File: config.mk
export PLATFORM = sky130hd
export DESIGN_NAME = dice_roll_capture_flat
export DESIGN_NICKNAME = d
export VERILOG_FILES = /design/src/rtl/dice_roll_capture_if.sv /design/src/rtl/dice_roll_capture.sv /design/src/flat_wrapper.sv
export SDC_FILE = /design/constraint.sdc
export NUM_CORES = 1
export LEC_CHECK = 0
export CAP_MARGIN = 20
export CORE_MARGIN = 3
export CORE_UTILIZATION = 45
export DETAILED_ROUTE_END_ITERATION = 6
export PLACE_DENSITY = 0.71
export SETUP_SLACK_MARGIN = 0.3
export SLEW_MARGIN = 20
export SYNTH_ARGS = -nofsm -noshare
export SYNTH_HDL_FRONTEND = slang
export SYNTH_SLANG_ARGS = --single-unit
File: constraint.sdc
create_clock -name clk -period 3.6 [get_ports clk]
set_input_delay 1.08 -clock clk [delete_from_list [all_inputs] [get_ports clk]]
set_output_delay 1.08 -clock clk [all_outputs]
set_load 0.01 [all_outputs]
File: src/rtl/dice_roll_capture_if.sv
// rtl/dice_roll_capture_if.sv - result handshake between dice capture and its consumer
interface dice_roll_capture_if;
    logic [2:0] result;
    logic       result_valid;
    logic       result_ready;

    modport master (
        output result,
        output result_valid,
        input  result_ready
    );

    modport slave (
        input  result,
        input  result_valid,
        output result_ready
    );
endinterface

File: src/rtl/dice_roll_capture.sv
// rtl/dice_roll_capture.sv - captures the settled dice face after each roll, keeps stats and drives 7-seg
module dice_roll_capture #(
    parameter int SETTLE_CYCLES = 4,
    parameter int CNT_W         = 8,
    parameter int SUM_W         = 12
) (
    input  logic                      clk,
    input  logic                      rst,
    input  logic                      button,
    input  logic [2:0]                throw,
    dice_roll_capture_if.master       res,
    output logic [CNT_W-1:0]          roll_count,
    output logic [SUM_W-1:0]          total,
    output logic [6:0]                seg,
    output logic                      bad_face,
    output logic                      overrun
);

    localparam int SW = (SETTLE_CYCLES > 1) ? $clog2(SETTLE_CYCLES) : 1;
    localparam logic [SW-1:0] LAST = SW'(SETTLE_CYCLES - 1);

    typedef enum logic [1:0] {
        IDLE    = 2'd0,
        ROLLING = 2'd1,
        SETTLE  = 2'd2,
        CAPTURE = 2'd3
    } state_t;

    state_t          state_q, state_d;
    logic [SW-1:0]   cnt_q, cnt_d;
    logic [2:0]      throw_q;
    logic            capture;

    logic [2:0]      result_q;
    logic            valid_q;
    logic [CNT_W-1:0] count_q;
    logic [SUM_W-1:0] total_q;
    logic [6:0]      seg_q;
    logic            bad_q;
    logic            ovr_q;

    logic [2:0]      face;
    logic            face_bad;
    logic            load;

    function automatic logic [6:0] seg_code(input logic [2:0] f);
        case (f)
            3'd1:    seg_code = 7'b0000110;
            3'd2:    seg_code = 7'b1011011;
            3'd3:    seg_code = 7'b1001111;
            3'd4:    seg_code = 7'b1100110;
            3'd5:    seg_code = 7'b1101101;
            3'd6:    seg_code = 7'b1111101;
            default: seg_code = 7'b0000000;
        endcase
    endfunction

    always_ff @(posedge clk) begin
        if (rst) begin
            state_q <= IDLE;
            cnt_q   <= '0;
            throw_q <= '0;
        end else begin
            state_q <= state_d;
            cnt_q   <= cnt_d;
            throw_q <= throw;
        end
    end

    // Settle counter only advances while throw matches the previous sample.
    always_comb begin
        state_d = state_q;
        cnt_d   = cnt_q;
        capture = 1'b0;
        case (state_q)
            IDLE: begin
                if (button) state_d = ROLLING;
            end
            ROLLING: begin
                if (!button) begin
                    state_d = SETTLE;
                    cnt_d   = '0;
                end
            end
            SETTLE: begin
                if (button) begin
                    state_d = ROLLING;
                    cnt_d   = '0;
                end else if (throw != throw_q) begin
                    cnt_d = '0;
                end else if (cnt_q == LAST) begin
                    state_d = CAPTURE;
                    cnt_d   = '0;
                end else begin
                    cnt_d = cnt_q + 1'b1;
                end
            end
            CAPTURE: begin
                state_d = IDLE;
                capture = 1'b1;
            end
            default: state_d = IDLE;
        endcase
    end

    assign face_bad = (throw == 3'd0) || (throw == 3'd7);
    assign face     = face_bad ? 3'd1 : throw;
    assign load     = capture && (!valid_q || res.result_ready);

    always_ff @(posedge clk) begin
        if (rst) begin
            result_q <= '0;
            valid_q  <= 1'b0;
            count_q  <= '0;
            total_q  <= '0;
            seg_q    <= '0;
            bad_q    <= 1'b0;
            ovr_q    <= 1'b0;
        end else begin
            if (capture && face_bad) bad_q <= 1'b1;
            if (capture && !load)    ovr_q <= 1'b1;
            if (load) begin
                result_q <= face;
                valid_q  <= 1'b1;
                seg_q    <= seg_code(face);
                total_q  <= total_q + SUM_W'(face);
                if (count_q != {CNT_W{1'b1}}) count_q <= count_q + 1'b1;
            end else if (valid_q && res.result_ready) begin
                valid_q <= 1'b0;
            end
        end
    end

    assign res.result       = result_q;
    assign res.result_valid = valid_q;
    assign roll_count       = count_q;
    assign total            = total_q;
    assign seg              = seg_q;
    assign bad_face         = bad_q;
    assign overrun          = ovr_q;

endmodule
File: src/flat_wrapper.sv
// flat-port wrapper written by rule: the top's interface ports become plain ports
module dice_roll_capture_flat 
#(
    parameter int SETTLE_CYCLES = 4,
    parameter int CNT_W         = 8,
    parameter int SUM_W         = 12
)
  (clk, rst, button, throw, roll_count, total, seg, bad_face, overrun, res_result, res_result_valid, res_result_ready);
  dice_roll_capture_if res_i ();
  input  logic clk;
  input  logic rst;
  input  logic button;
  input  logic [2:0] throw;
  output logic [CNT_W-1:0] roll_count;
  output logic [SUM_W-1:0] total;
  output logic [6:0] seg;
  output logic bad_face;
  output logic overrun;
  output wire logic [$bits(res_i.result)-1:0] res_result;
  output wire logic [$bits(res_i.result_valid)-1:0] res_result_valid;
  input wire logic [$bits(res_i.result_ready)-1:0] res_result_ready;
  assign res_result = res_i.result;
  assign res_result_valid = res_i.result_valid;
  assign res_i.result_ready = res_result_ready;
  dice_roll_capture #(.SETTLE_CYCLES(SETTLE_CYCLES), .CNT_W(CNT_W), .SUM_W(SUM_W)) u_core (.clk(clk), .rst(rst), .button(button), .throw(throw), .res(res_i), .roll_count(roll_count), .total(total), .seg(seg), .bad_face(bad_face), .overrun(overrun));
endmodule
==> Yosys cells after proc, flatten, opt, wreduce, memory -nomap -nowiden <==
Cells that the tools add are included.
{ "word_totals": {"ramBits": 0, "output_inout_bits": 33, "latch_bits": 0, "romBits": 0, "inputBits": 7, "elab_cells": 61, "register_bits": 40, "n_memories": 0} }
{ "classes": {"n_reduce_logical": 15, "bitwise": 0, "eq_ne": 17, "shifts": 0, "multipliers": 0, "n_addsub": 3, "magnitude_cmp": 0, "div_mod_pow": 0, "muxes": 16} }
{ "op_table": {"columns": ["cell", "n"], "rows": [
  ["7-bit case mux with 6 select lines", 1],
  ["2-bit 2-to-1 mux", 9],
  ["12-bit by 3-bit adder with 12-bit output", 1],
  ["3-bit == test, second input constant", 4],
  ["8-bit by 1-bit adder with 8-bit output, second input constant", 1],
  ["8-bit inequality test, second input constant", 1],
  ["2-bit case mux with 4 select lines", 1],
  ["2-bit == test, second input constant", 3],
  ["3-bit by 2-bit == test with 1-bit output, second input constant", 2],
  ["1-bit logical AND", 4],
  ["2-bit inequality test, second input constant", 2],
  ["2-bit case mux with 2 select lines", 1],
  ["2-bit AND reduction", 2],
  ["4-bit AND reduction", 1],
  ["2-bit nonzero test", 2],
  ["3-bit by 1-bit == test with 1-bit output, second input constant", 1],
  ["3-bit logical NOT", 1],
  ["1-bit 2-to-1 mux", 3],
  ["3-bit 2-to-1 mux", 1],
  ["3-bit by 2-bit inequality test with 1-bit output, second input constant", 1],
  ["3-bit inequality test", 1],
  ["3-bit inequality test, second input constant", 1],
  ["2-bit by 1-bit adder with 2-bit output, second input constant", 1],
  ["2-bit by 1-bit == test with 1-bit output, second input constant", 1],
  ["other kinds (3)", 5]
]} }

==> Longest topological paths before layout <==
{ "logic_depth": {"depth_word": 5, "ltp_mapped": 7, "ltp_nobuf": 6} }

==> Worst setup path before layout <==
No wires, ideal clock.
{ "synth_path": {"kind": "in2reg", "from": "input throw[1]", "to": "register u_core.total_q[10] (netlist: u_core.total[10])", "path_slack_ns": 0.770, "n_path_buf": 2, "required_time_ns": 3.479, "path_stages": 7, "arrival_time_ns": 2.709, "setup_ns": 0.121, "path_cell_list": "buf_2 > a21boi_0 > ha_1 > nor2_1 > clkbuf_1 > nor4_1 > mux2_2"} }
{ "synth_via": {"elab_chain_len": 4, "elab_cells_between_ends": 5, "cone_classes": "1 x add/sub; 1 x eq/ne; 1 x mux; 2 x reduce/logical"} }
{ "synth_rtl": {"columns": ["item", "line", "rtl"], "rows": [
  ["from (decl)", "flat_wrapper.sv:13", "input logic [2:0] throw;"],
  ["3-bit == test or 3-bit logical NOT (tied branches)", "dice_roll_capture.sv:106", "assign face_bad = (throw == 3'd0) || (throw == 3'd7);"],
  ["1-bit logical OR *", "dice_roll_capture.sv:106", null],
  ["3-bit 2-to-1 mux *", "dice_roll_capture.sv:107", "assign face = face_bad ? 3'd1 : throw;"],
  ["via u_core.face[2]", "dice_roll_capture.sv:42", "logic [2:0] face;"],
  ["12-bit by 3-bit adder with 12-bit output *", "dice_roll_capture.sv:126", "total_q <= total_q + SUM_W'(face);"],
  ["to (signal assigned)", "dice_roll_capture.sv:126", null],
  ["to (decl)", "dice_roll_capture.sv:37", "logic [SUM_W-1:0] total_q;"]
]} }
The timed path passes the listed nets; every way through them passes the cells marked *.
A chain may end at the register's enable or synchronous reset.

==> Worst setup path in the final report <==
{ "layout_path": {"from": "input throw[2]", "to": "register u_core.total_q[10] (netlist: u_core.total[10])"} }
{ "layout_via": {"elab_chain_len": 4, "elab_cells_between_ends": 5, "cone_classes": "1 x add/sub; 1 x eq/ne; 1 x mux; 2 x reduce/logical"} }
{ "layout_rtl": {"columns": ["item", "line"], "rows": [
  ["3-bit == test or 3-bit logical NOT (tied branches)", "dice_roll_capture.sv:106"],
  ["1-bit logical OR", "dice_roll_capture.sv:106"],
  ["3-bit 2-to-1 mux *", "dice_roll_capture.sv:107"],
  ["via u_core.face[2]", "dice_roll_capture.sv:42"],
  ["12-bit by 3-bit adder with 12-bit output *", "dice_roll_capture.sv:126"]
]} }
Marked as above.

==> impl_table.tex <==
\begin{tabular}{lr}
\hline
Metric & Value \\
\hline
\multicolumn{2}{l}{\textbf{Status}} \\
\quad Status & completed \\
\multicolumn{2}{l}{\textbf{Drt}} \\
\quad Pre-antenna DRT Iters & 4 \\
\quad Via count of the routed design & between 1,500 and 2,000 \\
\quad Number of DRC violations after detailed routing & 0 \\
\quad Final routed wire length divided by cell count & $\sim$14 µm \\
\quad Starting DRC count in detailed routing & 113 \\
\quad DRT antenna net count & 0 \\
\quad Vias/cell & 5.46 \\
\quad Total detailed-routing wirelength & 4310 µm \\
\multicolumn{2}{l}{\textbf{Logic synthesis}} \\
\quad Post-synthesis xor/xnor area fraction & between 3 and 4\% \\
\quad Top FF cell, synth & sky130\_fd\_sc\_hd\_\_dfxtp\_1 \\
\quad Post-Synth Simple-Gate Area & a little over a quarter \\
\quad Number of synthesized flops with an enable pin & 0 \\
\quad Post-synthesis average cell area & between 9 and 10 µm² \\
\quad Synthesized flop and latch total & 39 \\
\quad Share of flip-flops with an asynchronous set or reset after synthesis & 0\% \\
\quad Number of instances in the synthesized netlist & roughly 220 \\
\quad Sequential element share of the synthesized area & 39.6\% \\
\quad Portion of netlist area occupied by mux cells & under 10\% \\
\quad Yosys top cell by area & sky130\_fd\_sc\_hd\_\_dfxtp\_1 \\
\quad Top area cells in the synthesized netlist & sky130\_fd\_sc\_hd\_\_dfxtp\_1 40\%, sky130\_fd\_sc\_hd\_\_nor2\_1 4.8\%, sky130\_fd\_sc\_hd\_\_a21oi\_1 4.3\% \\
\quad Share of the synthesized area in compound gates (AO/OA/AOI/OAI) & 18.6\% \\
\quad Netlist Area Pre-Place & just under 0.002 mm² \\
\quad Number of distinct standard cells referenced by the synthesized netlist & 48 \\
\quad Largest family of logic cells by synthesized area & simple AND/OR/NAND/NOR gates \\
\quad Share of synthesized cell area in full adder, half adder and majority cells & about 2.5\% \\
\quad Total number of yosys warnings & 0 \\
\quad Area share of the leading cell type in the synthesized netlist & approximately two fifths \\
\quad Net count of the mapped netlist & 229 \\
\multicolumn{2}{l}{\textbf{Global routing}} \\
\quad Global-route wire length before repair & approximately 7400 µm \\
\quad Congestion Overflow GR & 0 \\
\quad Number of global-route vias before repair & 1,534 \\
\quad Initial antenna violation count & 0 \\
\quad Largest net degree at the start of global routing & 23 \\
\quad Combined global-route utilization of all metal layers & a little under a fifth \\
\multicolumn{2}{l}{\textbf{Timing}} \\
\quad Hold Worst Slack & around 0.45 ns \\
\quad Minimum clock period & 3.00 ns \\
\quad Unrepaired setup endpoints after global routing & false \\
\quad Final count of hold timing violations & 0 \\
\quad Clock Skew & around 0.0035 ns \\
\quad Final setup violation count & 0 \\
\quad Worst-margin pin slew & 0.644 ns \\
\quad Peak clock frequency supported by timing & 0.333 GHz \\
\quad Minimum setup slack in the final design & around 0.60 ns \\
\quad Total negative slack & 0 ns \\
\quad Final period util & between 80\% and 90\% \\
\quad Final max-slew violation count & 0 \\
\quad Relative slew slack & between 50 and 60\% \\
\multicolumn{2}{l}{\textbf{Worst setup path}} \\
\quad Category of the critical setup timing path & input port to flip-flop \\
\quad Kind of end point of the critical path & flip-flop \\
\quad Critical Path Start Type & input port \\
\quad Worst Path Max Fanout & 11 \\
\quad Arrival @ worst endpoint & 3.19 ns \\
\quad Required time of the critical path & 3.79 ns \\
\multicolumn{2}{l}{\textbf{Power and ir drop}} \\
\quad Leakage power total & 0.850 nW \\
\quad PwrDens & around 320 mW/mm² \\
\quad PnR Total Power & between 0.7 and 0.8 mW \\
\quad Max IR drop VDD & slightly below 200 µV \\
\multicolumn{2}{l}{\textbf{Placement}} \\
\quad Post-Place Setup Slack & approximately 0.038 ns \\
\quad Number of placed cells counting well taps & 300 \\
\quad Count of input and output buffers & 39 \\
\quad Placed cell area & about 0.0024 mm² \\
\quad Gp weighted congestion & 0.806 \\
\quad Detailed placer's ending HPWL & 3040 µm \\
\multicolumn{2}{l}{\textbf{Clocking}} \\
\quad Num CTS Buffers & 5 \\
\quad Clock tree from TritonCTS & done \\
\quad Source-to-sink clock delay at the later pin of the worst-skew pair & 0.29 ns \\
\quad Buffer depth of the longest clock path & 2 \\
\quad Total number of H-tree levels & 2 \\
\quad CTS Root Buffer Type & sky130\_fd\_sc\_hd\_\_clkbuf\_8 \\
\quad Clock transition at the registers of the reported paths & around 0.070 ns \\
\quad \# clock sinks & 39 \\
\multicolumn{2}{l}{\textbf{Cells and area}} \\
\quad Total non-filler cell area in the finished layout & approximately 0.0025 mm² \\
\quad FILL cells & $\sim$390 \\
\quad Register Area & between 700 and 800 µm² \\
\quad Final design utilization & between 60\% and 70\% \\
\quad Post-route insts no fill & 308 \\
\quad Signed area change from the synthesized netlist to the final layout & 26.2\% \\
\quad Share of layout cells above drive strength 1 & between 10 and 15\% \\
\quad Total area of multi-input combinational cells & approximately 0.0011 mm² \\
\quad Antenna cell count & 0 \\
\quad Final net count & $\sim$270 \\
\multicolumn{2}{l}{\textbf{Flow run}} \\
\quad Max-cap check violation count & 0 \\
\multicolumn{2}{l}{\textbf{Min path}} \\
\quad Min-Delay Path Class & flip-flop to flip-flop \\
\multicolumn{2}{l}{\textbf{Floorplan}} \\
\quad Die area & around 0.0052 mm² \\
\quad Placeable Area & around 0.004 mm² \\
\quad Ports placed on the boundary & 40 \\
\quad Die boundary width & about 72 µm \\
\quad Die height & between 70 and 80 µm \\
\quad Row count & 23 \\
\quad Initial core utilization & 47.9\% \\
\hline
\end{tabular}
cells by family (layout without fill, tap and decap cells):
kind of cell | Yosys count | after routing
buf+inv | 16 | 56
simple gates | 99 | 99
xor+xnor | 8 | 8
mux | 10 | 10
compound gates | 42 | 42
fa+ha+maj | 4 | 4
flops | 39 | 39
what timing repair did:
item / in CTS / in global routing
buffers inserted: 0 / 0
hold buffers: 0 / 0
gates resized for setup: 0 / 1
endpoints found under the setup margin: 0 / 7
registers in the layout, summed over array words and instances (netlist names):
register / cells
u_core.bad_face: 1
u_core.cnt_q: 2
u_core.overrun: 1
u_core.res.result: 3
u_core.res.result_valid: 1
u_core.roll_count: 8
u_core.seg: 6
u_core.state_q: 2
u_core.throw_q: 3
u_core.total: 12
Yosys cell counts (3+ instances only):
cell type,number
sky130_fd_sc_hd__a2111oi_4,3
sky130_fd_sc_hd__nand3_1,6
sky130_fd_sc_hd__a211oi_1,4
sky130_fd_sc_hd__mux2_2,7
sky130_fd_sc_hd__nor2_1,25
sky130_fd_sc_hd__xor2_1,4
sky130_fd_sc_hd__and2_1,4
sky130_fd_sc_hd__o31ai_1,4
sky130_fd_sc_hd__dfxtp_1,39
sky130_fd_sc_hd__nand4_1,6
sky130_fd_sc_hd__buf_2,5
sky130_fd_sc_hd__nor3_1,8
sky130_fd_sc_hd__clkbuf_1,4
sky130_fd_sc_hd__xnor2_1,4
sky130_fd_sc_hd__or4_1,3
sky130_fd_sc_hd__ha_1,4
sky130_fd_sc_hd__nor2b_1,13
sky130_fd_sc_hd__a21oi_1,17
sky130_fd_sc_hd__nand2_1,20
sky130_fd_sc_hd__inv_1,3
where the power goes:
group,switching (mW),total (mW),internal [mW]
registers,0.00360,0.439,0.436
clock network,0.152,0.288,0.136
logic,0.0351,0.0625,0.0273
critical path, cell delays in order:
cell and delay [ns]:
sky130_fd_sc_hd__clkdlybuf4s50_1 0.47, sky130_fd_sc_hd__a21boi_0 0.38, sky130_fd_sc_hd__ha_1 0.35, sky130_fd_sc_hd__nor2_2 0.49, sky130_fd_sc_hd__nor4_1 0.13, sky130_fd_sc_hd__mux2_2 0.29
layer usage:
metal  share of wire (%)  GRT usage, %  vias up
met2                  47          28.1       45
met4                 1.9          8.56        0
met3                 5.8          5.40        7
met5                   0             0        -
li1                    -             -      861
met1                  46          24.2      770
layout by cell type (no fill, tap or decap), drive strengths merged, types with 4 or more instances in the layout:
cell / n
nor2: 25
a21oi: 18
o31ai: 4
ha: 4
xnor2: 4
nand2: 20
nor3: 8
nand3: 7
and2: 4
a211oi: 5
clkbuf: 7
mux2: 9
buf: 6
xor2: 4
clkdlybuf4s50: 39
dfxtp: 39
nor2b: 14
nand4: 6
worst paths after layout:
kind                           from          endpoint  slack [ns]  depth (start not counted)
hold reg to reg       u_core.seg[4]     u_core.seg[4]        0.45                          2
setup reg to reg  u_core.state_q[0]   u_core.total[4]        1.52                          4
setup / recovery           throw[2]  u_core.total[10]        0.60                          6
hold / removal        u_core.seg[4]     u_core.seg[4]        0.45                          2
final cells by class:
cell class / instances / area share, %
flip-flops and latches: 39 / 31.4
inverters: 3 / 0.453
well taps: 50 / 2.52
clock buffers: 7 / 3.07
multi-input cells: 163 / 44.8
repair buffers: 45 / 17.5
clock inverters: 1 / 0.201
Note: power is estimated with default switching activity, not from simulation.
